**src/rtl/load_store_unit_if.sv**
```systemverilog
// Bus bundle between the core execute stage, the load/store unit and the memory responders.
// master: the load/store unit's view; slave: the core/responder side.
interface load_store_unit_if;
    localparam int unsigned ADDR_W = 32;
    localparam int unsigned DATA_W = 32;

    logic              req_valid;
    logic              req_ready;
    logic              req_we;
    logic [2:0]        req_funct3;
    logic [ADDR_W-1:0] req_addr;
    logic [DATA_W-1:0] req_wdata;
    logic              resp_valid;
    logic [DATA_W-1:0] resp_rdata;
    logic              resp_err;
    logic [ADDR_W-1:0] mem_addr;
    logic              mem_rstrb;
    logic [DATA_W-1:0] mem_wdata;
    logic [3:0]        mem_wmask;
    logic [DATA_W-1:0] mem_rdata;
    logic              mem_rbusy;
    logic              mem_wbusy;

    modport master (
        input  req_valid, req_we, req_funct3, req_addr, req_wdata,
        input  mem_rdata, mem_rbusy, mem_wbusy,
        output req_ready, resp_valid, resp_rdata, resp_err,
        output mem_addr, mem_rstrb, mem_wdata, mem_wmask
    );

    modport slave (
        output req_valid, req_we, req_funct3, req_addr, req_wdata,
        output mem_rdata, mem_rbusy, mem_wbusy,
        input  req_ready, resp_valid, resp_rdata, resp_err,
        input  mem_addr, mem_rstrb, mem_wdata, mem_wmask
    );
endinterface

```
**src/rtl/load_store_unit.sv**
```systemverilog
// RV32I load/store unit: one request becomes one word-aligned memory transaction.
// Optional macro LSU_MISALIGN_TRAP_EN: misaligned half/word accesses report resp_err instead of being force-aligned.
module load_store_unit (
    input  logic              clk,
    input  logic              resetn,
    load_store_unit_if.master bus
);
    localparam int unsigned DW = 32;

    typedef enum logic [1:0] {IDLE, ISSUE, WAIT, DONE} state_t;

    typedef struct packed {
        logic       we;
        logic [2:0] funct3;
        logic [1:0] off;
        logic       trap;
    } req_t;

    state_t          r_state, w_state_nxt;
    req_t            r_req, w_req_nxt;
    logic [DW-1:0]   r_mem_addr, w_mem_addr_nxt;
    logic            r_mem_rstrb, w_mem_rstrb_nxt;
    logic [DW-1:0]   r_mem_wdata, w_mem_wdata_nxt;
    logic [3:0]      r_mem_wmask, w_mem_wmask_nxt;
    logic            r_resp_valid, w_resp_valid_nxt;
    logic [DW-1:0]   r_resp_rdata, w_resp_rdata_nxt;
    logic            r_resp_err, w_resp_err_nxt;

    logic            w_is_word, w_is_half, w_misalign, w_busy;
    logic [1:0]      w_off;
    logic [3:0]      w_wmask;
    logic [DW-1:0]   w_wdata_rep, w_shifted, w_load_ext;

    assign w_is_word = bus.req_funct3[1];
    assign w_is_half = (bus.req_funct3[1:0] == 2'b01);

`ifdef LSU_MISALIGN_TRAP_EN
    assign w_misalign = (w_is_half && bus.req_addr[0]) ||
                        (w_is_word && (bus.req_addr[1:0] != 2'b00));
    assign w_off      = bus.req_addr[1:0];
`else
    assign w_misalign = 1'b0;
    assign w_off      = w_is_word ? 2'b00 :
                        (w_is_half ? {bus.req_addr[1], 1'b0} : bus.req_addr[1:0]);
`endif

    // Byte-lane mask and lane-replicated store data for the incoming request
    always_comb begin
        w_wmask     = 4'b1111;
        w_wdata_rep = bus.req_wdata;
        if (w_is_half) begin
            w_wmask     = 4'(4'b0011 << w_off);
            w_wdata_rep = {2{bus.req_wdata[15:0]}};
        end else if (!w_is_word) begin
            w_wmask     = 4'(4'b0001 << w_off);
            w_wdata_rep = {4{bus.req_wdata[7:0]}};
        end
    end

    // Align the returned word and extend (funct3[2]=1 selects zero extension)
    assign w_shifted = bus.mem_rdata >> {r_req.off, 3'b000};
    always_comb begin
        case (r_req.funct3[1:0])
            2'b00:   w_load_ext = {{24{!r_req.funct3[2] && w_shifted[7]}},  w_shifted[7:0]};
            2'b01:   w_load_ext = {{16{!r_req.funct3[2] && w_shifted[15]}}, w_shifted[15:0]};
            default: w_load_ext = w_shifted;
        endcase
    end

    assign w_busy = r_req.we ? bus.mem_wbusy : bus.mem_rbusy;

    always_comb begin
        w_state_nxt      = r_state;
        w_req_nxt        = r_req;
        w_mem_addr_nxt   = r_mem_addr;
        w_mem_rstrb_nxt  = 1'b0;
        w_mem_wdata_nxt  = r_mem_wdata;
        w_mem_wmask_nxt  = 4'b0000;
        w_resp_valid_nxt = 1'b0;
        w_resp_rdata_nxt = r_resp_rdata;
        w_resp_err_nxt   = r_resp_err;
        case (r_state)
            IDLE: begin
                if (bus.req_valid) begin
                    w_req_nxt       = '{we: bus.req_we, funct3: bus.req_funct3,
                                        off: w_off, trap: w_misalign};
                    w_mem_addr_nxt  = {bus.req_addr[DW-1:2], 2'b00};
                    w_mem_wdata_nxt = w_wdata_rep;
                    w_mem_rstrb_nxt = !w_misalign && !bus.req_we;
                    w_mem_wmask_nxt = (!w_misalign && bus.req_we) ? w_wmask : 4'b0000;
                    w_state_nxt     = ISSUE;
                end
            end
            ISSUE: begin
                // A trapped access never touched the bus, so it completes without waiting
                if (r_req.trap) begin
                    w_resp_valid_nxt = 1'b1;
                    w_resp_err_nxt   = 1'b1;
                    w_resp_rdata_nxt = '0;
                    w_state_nxt      = DONE;
                end else begin
                    w_state_nxt = WAIT;
                end
            end
            WAIT: begin
                if (!w_busy) begin
                    w_resp_valid_nxt = 1'b1;
                    w_resp_err_nxt   = 1'b0;
                    w_resp_rdata_nxt = r_req.we ? '0 : w_load_ext;
                    w_state_nxt      = DONE;
                end
            end
            DONE: begin
                w_state_nxt = IDLE;
            end
            default: begin
                w_state_nxt = IDLE;
            end
        endcase
    end

    always_ff @(posedge clk or negedge resetn) begin
        if (!resetn) begin
            r_state      <= IDLE;
            r_req        <= '0;
            r_mem_addr   <= '0;
            r_mem_rstrb  <= 1'b0;
            r_mem_wdata  <= '0;
            r_mem_wmask  <= 4'b0000;
            r_resp_valid <= 1'b0;
            r_resp_rdata <= '0;
            r_resp_err   <= 1'b0;
        end else begin
            r_state      <= w_state_nxt;
            r_req        <= w_req_nxt;
            r_mem_addr   <= w_mem_addr_nxt;
            r_mem_rstrb  <= w_mem_rstrb_nxt;
            r_mem_wdata  <= w_mem_wdata_nxt;
            r_mem_wmask  <= w_mem_wmask_nxt;
            r_resp_valid <= w_resp_valid_nxt;
            r_resp_rdata <= w_resp_rdata_nxt;
            r_resp_err   <= w_resp_err_nxt;
        end
    end

    assign bus.req_ready  = (r_state == IDLE);
    assign bus.mem_addr   = r_mem_addr;
    assign bus.mem_rstrb  = r_mem_rstrb;
    assign bus.mem_wdata  = r_mem_wdata;
    assign bus.mem_wmask  = r_mem_wmask;
    assign bus.resp_valid = r_resp_valid;
    assign bus.resp_rdata = r_resp_rdata;
    assign bus.resp_err   = r_resp_err;
endmodule

```
**src/flat_wrapper.sv**
```systemverilog
// flat-port wrapper written by rule: the top's interface ports become plain ports
module load_store_unit_flat 
  (clk, resetn, bus_req_valid, bus_req_we, bus_req_funct3, bus_req_addr, bus_req_wdata, bus_mem_rdata, bus_mem_rbusy, bus_mem_wbusy, bus_req_ready, bus_resp_valid, bus_resp_rdata, bus_resp_err, bus_mem_addr, bus_mem_rstrb, bus_mem_wdata, bus_mem_wmask);
  load_store_unit_if bus_i ();
  input  logic clk;
  input  logic resetn;
  input wire logic [$bits(bus_i.req_valid)-1:0] bus_req_valid;
  input wire logic [$bits(bus_i.req_we)-1:0] bus_req_we;
  input wire logic [$bits(bus_i.req_funct3)-1:0] bus_req_funct3;
  input wire logic [$bits(bus_i.req_addr)-1:0] bus_req_addr;
  input wire logic [$bits(bus_i.req_wdata)-1:0] bus_req_wdata;
  input wire logic [$bits(bus_i.mem_rdata)-1:0] bus_mem_rdata;
  input wire logic [$bits(bus_i.mem_rbusy)-1:0] bus_mem_rbusy;
  input wire logic [$bits(bus_i.mem_wbusy)-1:0] bus_mem_wbusy;
  output wire logic [$bits(bus_i.req_ready)-1:0] bus_req_ready;
  output wire logic [$bits(bus_i.resp_valid)-1:0] bus_resp_valid;
  output wire logic [$bits(bus_i.resp_rdata)-1:0] bus_resp_rdata;
  output wire logic [$bits(bus_i.resp_err)-1:0] bus_resp_err;
  output wire logic [$bits(bus_i.mem_addr)-1:0] bus_mem_addr;
  output wire logic [$bits(bus_i.mem_rstrb)-1:0] bus_mem_rstrb;
  output wire logic [$bits(bus_i.mem_wdata)-1:0] bus_mem_wdata;
  output wire logic [$bits(bus_i.mem_wmask)-1:0] bus_mem_wmask;
  assign bus_i.req_valid = bus_req_valid;
  assign bus_i.req_we = bus_req_we;
  assign bus_i.req_funct3 = bus_req_funct3;
  assign bus_i.req_addr = bus_req_addr;
  assign bus_i.req_wdata = bus_req_wdata;
  assign bus_i.mem_rdata = bus_mem_rdata;
  assign bus_i.mem_rbusy = bus_mem_rbusy;
  assign bus_i.mem_wbusy = bus_mem_wbusy;
  assign bus_req_ready = bus_i.req_ready;
  assign bus_resp_valid = bus_i.resp_valid;
  assign bus_resp_rdata = bus_i.resp_rdata;
  assign bus_resp_err = bus_i.resp_err;
  assign bus_mem_addr = bus_i.mem_addr;
  assign bus_mem_rstrb = bus_i.mem_rstrb;
  assign bus_mem_wdata = bus_i.mem_wdata;
  assign bus_mem_wmask = bus_i.mem_wmask;
  load_store_unit u_core (.clk(clk), .resetn(resetn), .bus(bus_i));
endmodule
```
**config.mk**
```make
export PLATFORM = sky130hd
export DESIGN_NAME = load_store_unit_flat
export DESIGN_NICKNAME = d
export VERILOG_FILES = /design/src/rtl/load_store_unit_if.sv /design/src/rtl/load_store_unit.sv /design/src/flat_wrapper.sv
export SDC_FILE = /design/constraint.sdc
export NUM_CORES = 1
export LEC_CHECK = 0
export CELL_PAD_IN_SITES_DETAIL_PLACEMENT = 0
export CELL_PAD_IN_SITES_GLOBAL_PLACEMENT = 2
export CORE_ASPECT_RATIO = 1.25
export CORE_MARGIN = 1
export CORE_UTILIZATION = 24
export DETAILED_ROUTE_END_ITERATION = 10
export GPL_ROUTABILITY_DRIVEN = 0
export PLACE_DENSITY_LB_ADDON = 0.1
export REMOVE_ABC_BUFFERS = 1
export SETUP_SLACK_MARGIN = 0.4
export SLEW_MARGIN = 10
export SYNTH_ARGS = -nofsm -noshare
export SYNTH_HDL_FRONTEND = slang
export SYNTH_SLANG_ARGS = --single-unit
```
**constraint.sdc**
```tcl
create_clock -name clk -period 1.7 [get_ports clk]
set_input_delay 0.34 -clock clk [delete_from_list [all_inputs] [get_ports clk]]
set_output_delay 0.34 -clock clk [all_outputs]
set_load 0.05 [all_outputs]
```
==> results of run 1 <==
## cells in the mapped netlist
master,count,share of area
sky130_fd_sc_hd__a221o_2,9,0.020
sky130_fd_sc_hd__nand2b_1,3,0.0037
sky130_fd_sc_hd__nand3_1,1,0.0010
sky130_fd_sc_hd__nand2_1,48,0.036
sky130_fd_sc_hd__inv_1,6,0.0045
sky130_fd_sc_hd__o22a_1,1,0.0017
sky130_fd_sc_hd__nand3b_1,7,0.010
sky130_fd_sc_hd__mux2i_1,43,0.086
sky130_fd_sc_hd__nor2b_1,3,0.0037
sky130_fd_sc_hd__buf_4,3,0.0045
sky130_fd_sc_hd__nor2_2,1,0.0012
sky130_fd_sc_hd__buf_2,4,0.0040
sky130_fd_sc_hd__nor4_4,1,0.0042
sky130_fd_sc_hd__o31ai_1,7,0.010
sky130_fd_sc_hd__buf_1,5,0.0037
sky130_fd_sc_hd__dfrtp_1,108,0.54
sky130_fd_sc_hd__a211oi_1,2,0.0030
sky130_fd_sc_hd__a221o_1,6,0.012
sky130_fd_sc_hd__clkbuf_1,21,0.016
sky130_fd_sc_hd__or2_2,1,0.0012
sky130_fd_sc_hd__nor2_1,24,0.018
sky130_fd_sc_hd__ha_1,7,0.017
sky130_fd_sc_hd__conb_1,1,0.00075
sky130_fd_sc_hd__a21oi_1,24,0.024
sky130_fd_sc_hd__nor3b_2,1,0.0025
sky130_fd_sc_hd__buf_6,2,0.0045
sky130_fd_sc_hd__and2_1,1,0.0012
sky130_fd_sc_hd__mux2_2,48,0.11
sky130_fd_sc_hd__nor3_1,2,0.0020
sky130_fd_sc_hd__a2bb2oi_1,1,0.0017
sky130_fd_sc_hd__a32o_1,1,0.0020
sky130_fd_sc_hd__o21ai_0,43,0.043
sky130_fd_sc_hd__mux4_2,2,0.0090
sky130_fd_sc_hd__a211o_1,1,0.0017
## power by group
part | internal [mW] | leakage (nW) | switching [mW]
Sequential | 3.71 | 1.34 | 0.958
Combinational | 6.53 | 3.00 | 7.15
Clock | 1.02 | 0.136 | 1.06
## cell families (layout without fill, tap and decap cells)
family / after synthesis / in the layout / share of synthesized area
flip-flops: 108 / 108 / 0.538
buffers and inverters: 41 / 336 / 0.0369
AO/OA/AOI/OAI: 95 / 95 / 0.120
other: 1 / 4 / 0.000746
multiplexers: 93 / 93 / 0.202
adder cells (fa/ha/maj): 7 / 7 / 0.0174
AND/OR/NAND/NOR: 93 / 94 / 0.0852
## path summary, 6_finish.rpt
check | startpoint | to | slack, ns | cells after the start
hold reg to reg | u_core.bus.resp_rdata[6] | u_core.bus.resp_rdata[6] | 0.49 | 2
min in group clk | u_core.bus.resp_rdata[6] | u_core.bus.resp_rdata[6] | 0.49 | 2
hold / removal | resetn | u_core.bus.resp_rdata[5] | 0.39 | 2
setup / recovery | u_core.r_req[6] | u_core.bus.resp_rdata[22] | -0.05 | 5
max in group asynchronous | resetn | u_core.r_req[2] | 0.74 | 3
setup reg to reg | u_core.r_req[6] | u_core.bus.resp_rdata[22] | -0.05 | 5
## flip-flops by register name, indices dropped and copies added, names as in the netlist
register and flops:
u_core.bus.resp_rdata 32, u_core.bus.mem_rstrb 1, u_core.r_req 6, u_core.bus.mem_wdata 32
u_core.r_state 2, u_core.bus.resp_valid 1, u_core.bus.mem_wmask 4, u_core.bus.mem_addr 30
## stage by stage
step / power [mW] / cells
2_1_floorplan: 10.4 / 405
3_3_place_gp: 13.9 / 929
3_5_place_dp: 14.0 / 929
4_1_cts: 19.1 / 987
5_1_grt: 21.4 / 1007
6_report: 20.4 / 1007
## repair_timing
item | 4_1_cts | 5_1_grt
pin swaps | 20 | 39
setup buffers | 27 | 19
gates cloned | 14 | 0
hold endpoints to repair | 14 | 0
setup endpoints to repair | 129 | 173
hold buffers | 1 | 0
gates resized for setup | 208 | 152
## per-layer routing
| layer | track usage | up-vias |
|---|---|---|
| met1 | 0.191 | 2289 |
| met5 | 0 | - |
| met4 | 0.0650 | 0 |
| met2 | 0.298 | 140 |
| li1 | - | 2148 |
| met3 | 0.0410 | 15 |
## layout make-up
| class | count | area, µm² |
|---|---|---|
| repair buffers | 314 | 3600 |
| multi-input cells | 292 | 2820 |
| clock inverters | 6 | 53.8 |
| fillers | 1870 | 10500 |
| clock buffers | 10 | 229 |
| inverters | 6 | 27.5 |
| diodes | 1 | 2.50 |
| well taps | 270 | 338 |
| flip-flops and latches | 108 | 2710 |
## cells in the final DEF (no fill, tap or decap), drive strengths merged, types with 2 or more instances in the layout
master / synthesis / final
a211oi: 2 / 2
o31ai: 7 / 7
mux4: 2 / 2
buf: 14 / 208
nand2b: 3 / 3
clkinv: 0 / 2
mux2i: 43 / 43
a21oi: 24 / 24
nand2: 48 / 49
clkdlybuf4s50: 0 / 99
inv: 6 / 9
nor2b: 3 / 3
bufbuf: 0 / 2
nor2: 25 / 25
dlygate4sd2: 0 / 4
ha: 7 / 7
a221o: 15 / 15
mux2: 48 / 48
o21ai: 43 / 43
dfrtp: 108 / 108
nor3: 2 / 2
clkbuf: 21 / 10
nand3b: 7 / 7
conb: 1 / 3
==> results.toml, run 1 <==
[outcome]
run_status = "complete, but fails checks"
violations = "negative setup slack"

[synth]
synthesis.area_per_instance_um2 = 11.5
synth_seq_area_share = 0.538
ys_warn_count = 0
synth_cells = 438
synthesized_flop_and_latch_total = 108
post_synth_num_cell_types = 34
combined_area_of_all_synthesized_cells_um2 = 5020

[floorplanning]
start_util = 0.247
fp.dieArea_um2 = 21500
pin_count = 209
floorplan.core_area_um2 = 20300
rows = 58
die_wd_um = 131
die_y_um = 164

[setup_path]
worstSetupEndpointType = "flip-flop"
required_time_of_the_critical_path_ns = 1.94
cp_slowest_cell = "sky130_fd_sc_hd__dfrtp_1"
timing.critical_path.fanout_max = 9
path_class = "reg2reg"
critical-path-max-stage-delay_ns = 0.40
worstPathCellList = "buf_12, mux2i_4, o21ai_4, bufbuf_16, a221o_2"
critPathArrivalTime_ns = 1.99
crit_path_start_kind = "flip-flop"
path_buf_inv = 2
dominant_delay_contributor_by_cell_family_on_the_critical_path = "compound AO/OA/AOI/OAI gates"

[routing]
wirelength_um = 18100
met2RoutedLength_um = 9510
routed-via-count = 4592
drt_iter0_markers = 121
routed_length_on_met3_um = 1090
drt_drc_violations_left = 0
highest-signal-layer = "met4"
wl_per_cell_um = 18.0
routed_via_density = 4.56
detail_route.first_pass.iterations = 4
wl_met1_um = 7160
antenna_violating_nets_post_route = 0

[global_routing]
global_route_wire_length_before_repair_um = 27500
initial_antenna_violation_count = 1
grt_max_degree = 48
groute.usage.overall = 0.167
first_global_vias = 4855
globalRoute.totalOverflow = 0

[clocking]
clockRootBuffer = "sky130_fd_sc_hd__clkbuf_16"
h-tree-depth = 3
tritoncts_clock_tree = "yes"
cts_buffer_depth = 2
clk_pin_slew_ns = 0.08
clkLatencyLatePin_ns = 0.35
tritoncts.num_buffers = 9
cts_sinks = 108

[placement]
hpwlAfterDp_um = 11800
placedInstanceArea_um2 = 7490
detailedPlace.worstSlack_ns = -0.489
portbufs = 205

[timing]
finalClockSkew_ns = 0.00728
grt_setup_unrepaired = "true"
finalCriticalPeriod_ns = 1.75
clock.fmax_mhz = 571
finalHoldWorstSlack_ns = 0.388
final_hold_viol_count = 0
timing.setup.tns_ns = -0.799
slew_violations = 0
finalSetupViolCount = 47
final.setup.worst_slack_ns = -0.0514
final_min_period_over_clock_period = 1.03

[finish]
final_core_util = 0.481
nNetsFinal = 843
design_area_um2 = 9780
layout-drive-gt1-share = 0.520
area_growth_syn_to_layout_pct = 94.7

[pwr]
total_power_density_per_cell_area_nw_per_um2 = 2090
power_leakage_nw = 4.48
vdd.ir_drop.worst_v = 0.000876

[hold_path]
path_type_of_the_worst_min_delay_path = "in2async"

[flow_run]
max-cap-violations = 0
No activity file was read; power rests on OpenSTA's default activity.
==> run 2: changes to the inputs <==
Settings changed: RECOVER_POWER set to 50, SETUP_SLACK_MARGIN 0.4 to 0.15.
==> run 2 against run 1 <==
  * The run still ends with negative setup slack left
  * Utilization decreased by 3.7 points
  * Combinational power decreased by 10%
  * Cell count decreased by 1.5%
  * Die area unchanged
  * Maximum frequency increased by 0.22%
  * Count of clock-buffer cells in the layout unchanged
  * Design area decreased by 7.6%
  * Clock power about the same
  * Critical path depth increased by 1
  * Hold slack improved by 0.099 ns
  * Global-route usage decreased by 0.31 points
  * Largest power group unchanged
==> results.toml, run 2 (synthesis gave the netlist of run 1 again) <==
[outcome]
run_status = "complete, but fails checks"
violations = "negative setup slack"

[setup_path]
critPathArrivalTime_ns = 1.41
critical-path-max-stage-delay_ns = 0.36
timing.critical_path.fanout_max = 3
path_class = "reg2out"
cp_slowest_cell = "sky130_fd_sc_hd__dfrtp_1"
critPathMostFrequentCell = "sky130_fd_sc_hd__buf_6"
timing.reg2reg.setup_slack_ns = -0.04
worstPathCellList = "inv_2, buf_6, buf_6, ha_4, buf_6, buf_12"
crit_path_start_kind = "flip-flop"
required_time_of_the_critical_path_ns = 1.36
worstSetupEndpointType = "output pin"

[pwr]
total_power_density_per_cell_area_nw_per_um2 = 2080
power_leakage_nw = 4.20
power_total_mw = 18.8
vdd.ir_drop.worst_v = 0.000845

[placement]
detailedPlace.worstSlack_ns = -0.489
portbufs = 205
hpwlAfterDp_um = 11800

[timing]
grt_setup_unrepaired = "true"
slew_hr = 0.320
final_min_period_over_clock_period = 1.03
clock.fmax_mhz = 572
final_hold_viol_count = 0
worst_slew_pin_slew_ns = 1.02
slew_violations = 0
final.setup.worst_slack_ns = -0.0476
finalSetupViolCount = 58
finalCriticalPeriod_ns = 1.75
finalClockSkew_ns = 0.00760

[clocking]
cts_buffer_depth = 2
clk_pin_slew_ns = 0.08
cts_sinks = 108
clkLatencyLatePin_ns = 0.36
clockRootBuffer = "sky130_fd_sc_hd__clkbuf_16"
tritoncts.num_buffers = 9
h-tree-depth = 3
tritoncts_clock_tree = "yes"

[global_routing]
global_route_wire_length_before_repair_um = 27000
grt_max_degree = 48
groute.layer.met1.usage = 0.187
first_global_vias = 4746
globalRoute.totalOverflow = 0
groute.usage.overall = 0.164
use_met2 = 0.293
global_route.usage.met3 = 0.0420
grt.busiest_layer = "met2"
initial_antenna_violation_count = 0

[finish]
nNetsFinal = 829
layout-drive-gt1-share = 0.464
final_core_util = 0.445
n_fill_cell = 1940
antenna_cells = 0
layout_commonest_cell = "sky130_fd_sc_hd__buf_4"
mostFrequentLayoutCells = "126 x sky130_fd_sc_hd__buf_4, 106 x sky130_fd_sc_hd__dfrtp_1, 101 x sky130_fd_sc_hd__clkdlybuf4s50_1"
area_growth_syn_to_layout_pct = 79.9

[routing]
routed-via-count = 4482
routed_via_density = 4.52
antenna_violating_nets_post_route = 0
wl_per_cell_um = 17.7
wirelength_um = 17600
drt_iter0_markers = 147
drt_drc_violations_left = 0
detail_route.first_pass.iterations = 4

[floorplanning]
start_util = 0.247
pin_count = 209
fp.dieArea_um2 = 21500
rows = 58
die_y_um = 164
floorplan.core_area_um2 = 20300
die_wd_um = 131

[hold_path]
path_type_of_the_worst_min_delay_path = "reg2reg"

[flow_run]
max-cap-violations = 0
## run 2: cell types whose count changed in the layout (fill, tap and decap cells not counted), sizes merged
cell | previous run | this run
buf | 208 | 180
clkbuf | 10 | 24
clkdlybuf4s50 | 99 | 101
diode | 1 | 0
dlygate4sd2 | 4 | 2
## run 2: path summary, 6_finish.rpt
path	cells past startpoint	end	from
hold / removal	2	u_core.bus.resp_rdata[6]	u_core.bus.resp_rdata[6]
max in group asynchronous	3	u_core.r_req[2]	resetn
setup / recovery	6	bus_req_ready	u_core.r_state[0]
setup reg to reg	5	u_core.bus.resp_rdata[17]	u_core.r_req[1]
hold reg to reg	2	u_core.bus.resp_rdata[6]	u_core.bus.resp_rdata[6]
min in group asynchronous	2	u_core.bus.resp_rdata[5]	resetn
## run 2: area by class of cell
cell class | instances | area [µm²] | area share
Sequential cell | 108 | 2710 | 0.299
Timing Repair Buffer | 300 | 3050 | 0.337
Tap cell | 270 | 338 | 0.0374
Clock buffer | 10 | 229 | 0.0253
Clock inverter | 6 | 53.8 | 0.00595
Inverter | 6 | 22.5 | 0.00249
Multi-Input combinational cell | 292 | 2640 | 0.292
## run 2: routing by layer
metal | up-vias | wire (µm)
met3 | 15 | 1090
met1 | 2219 | 7060
li1 | 2109 | -
met4 | 0 | 282
met5 | - | 0
met2 | 139 | 9170
## run 2: worst max-delay path, delay by kind of cell (launching register included)
family	cells	cell delay, ns
fa+ha+maj	1	0.16
buf+inv	5	0.54
flops	1	0.36
## run 2: metrics by stage
| step | cell area (µm²) | hold slack (ns) | TNS, ns | std cells |
|---|---|---|---|---|
| 3_5_place_dp | 7490 | 0.228 | -11.90 | 929 |
| 2_1_floorplan | 4870 | 0.0444 | -145.16 | 405 |
| 5_1_grt | 9040 | 0.513 | -5.80 | 992 |
| 4_1_cts | 8730 | 0.379 | -1.94 | 980 |
| 3_3_place_gp | 7490 | 0.222 | -9.62 | 929 |
| 6_report | 9040 | 0.487 | -1.02 | 992 |
## run 2: timing repair
action / CTS / global route
setup buffers: 22 / 11
endpoints found under the setup margin: 82 / 104
pin swaps: 8 / 24
hold endpoints to repair: 14 / 0
hold buffers: 1 / 0
gates resized for setup: 125 / 79
gates cloned: 12 / 1
## run 2: report_power, final
group	total [mW]	internal, mW	switching (mW)
combinational	12.3	5.42	6.83
sequential	4.47	3.70	0.768
clock	2.09	1.02	1.06
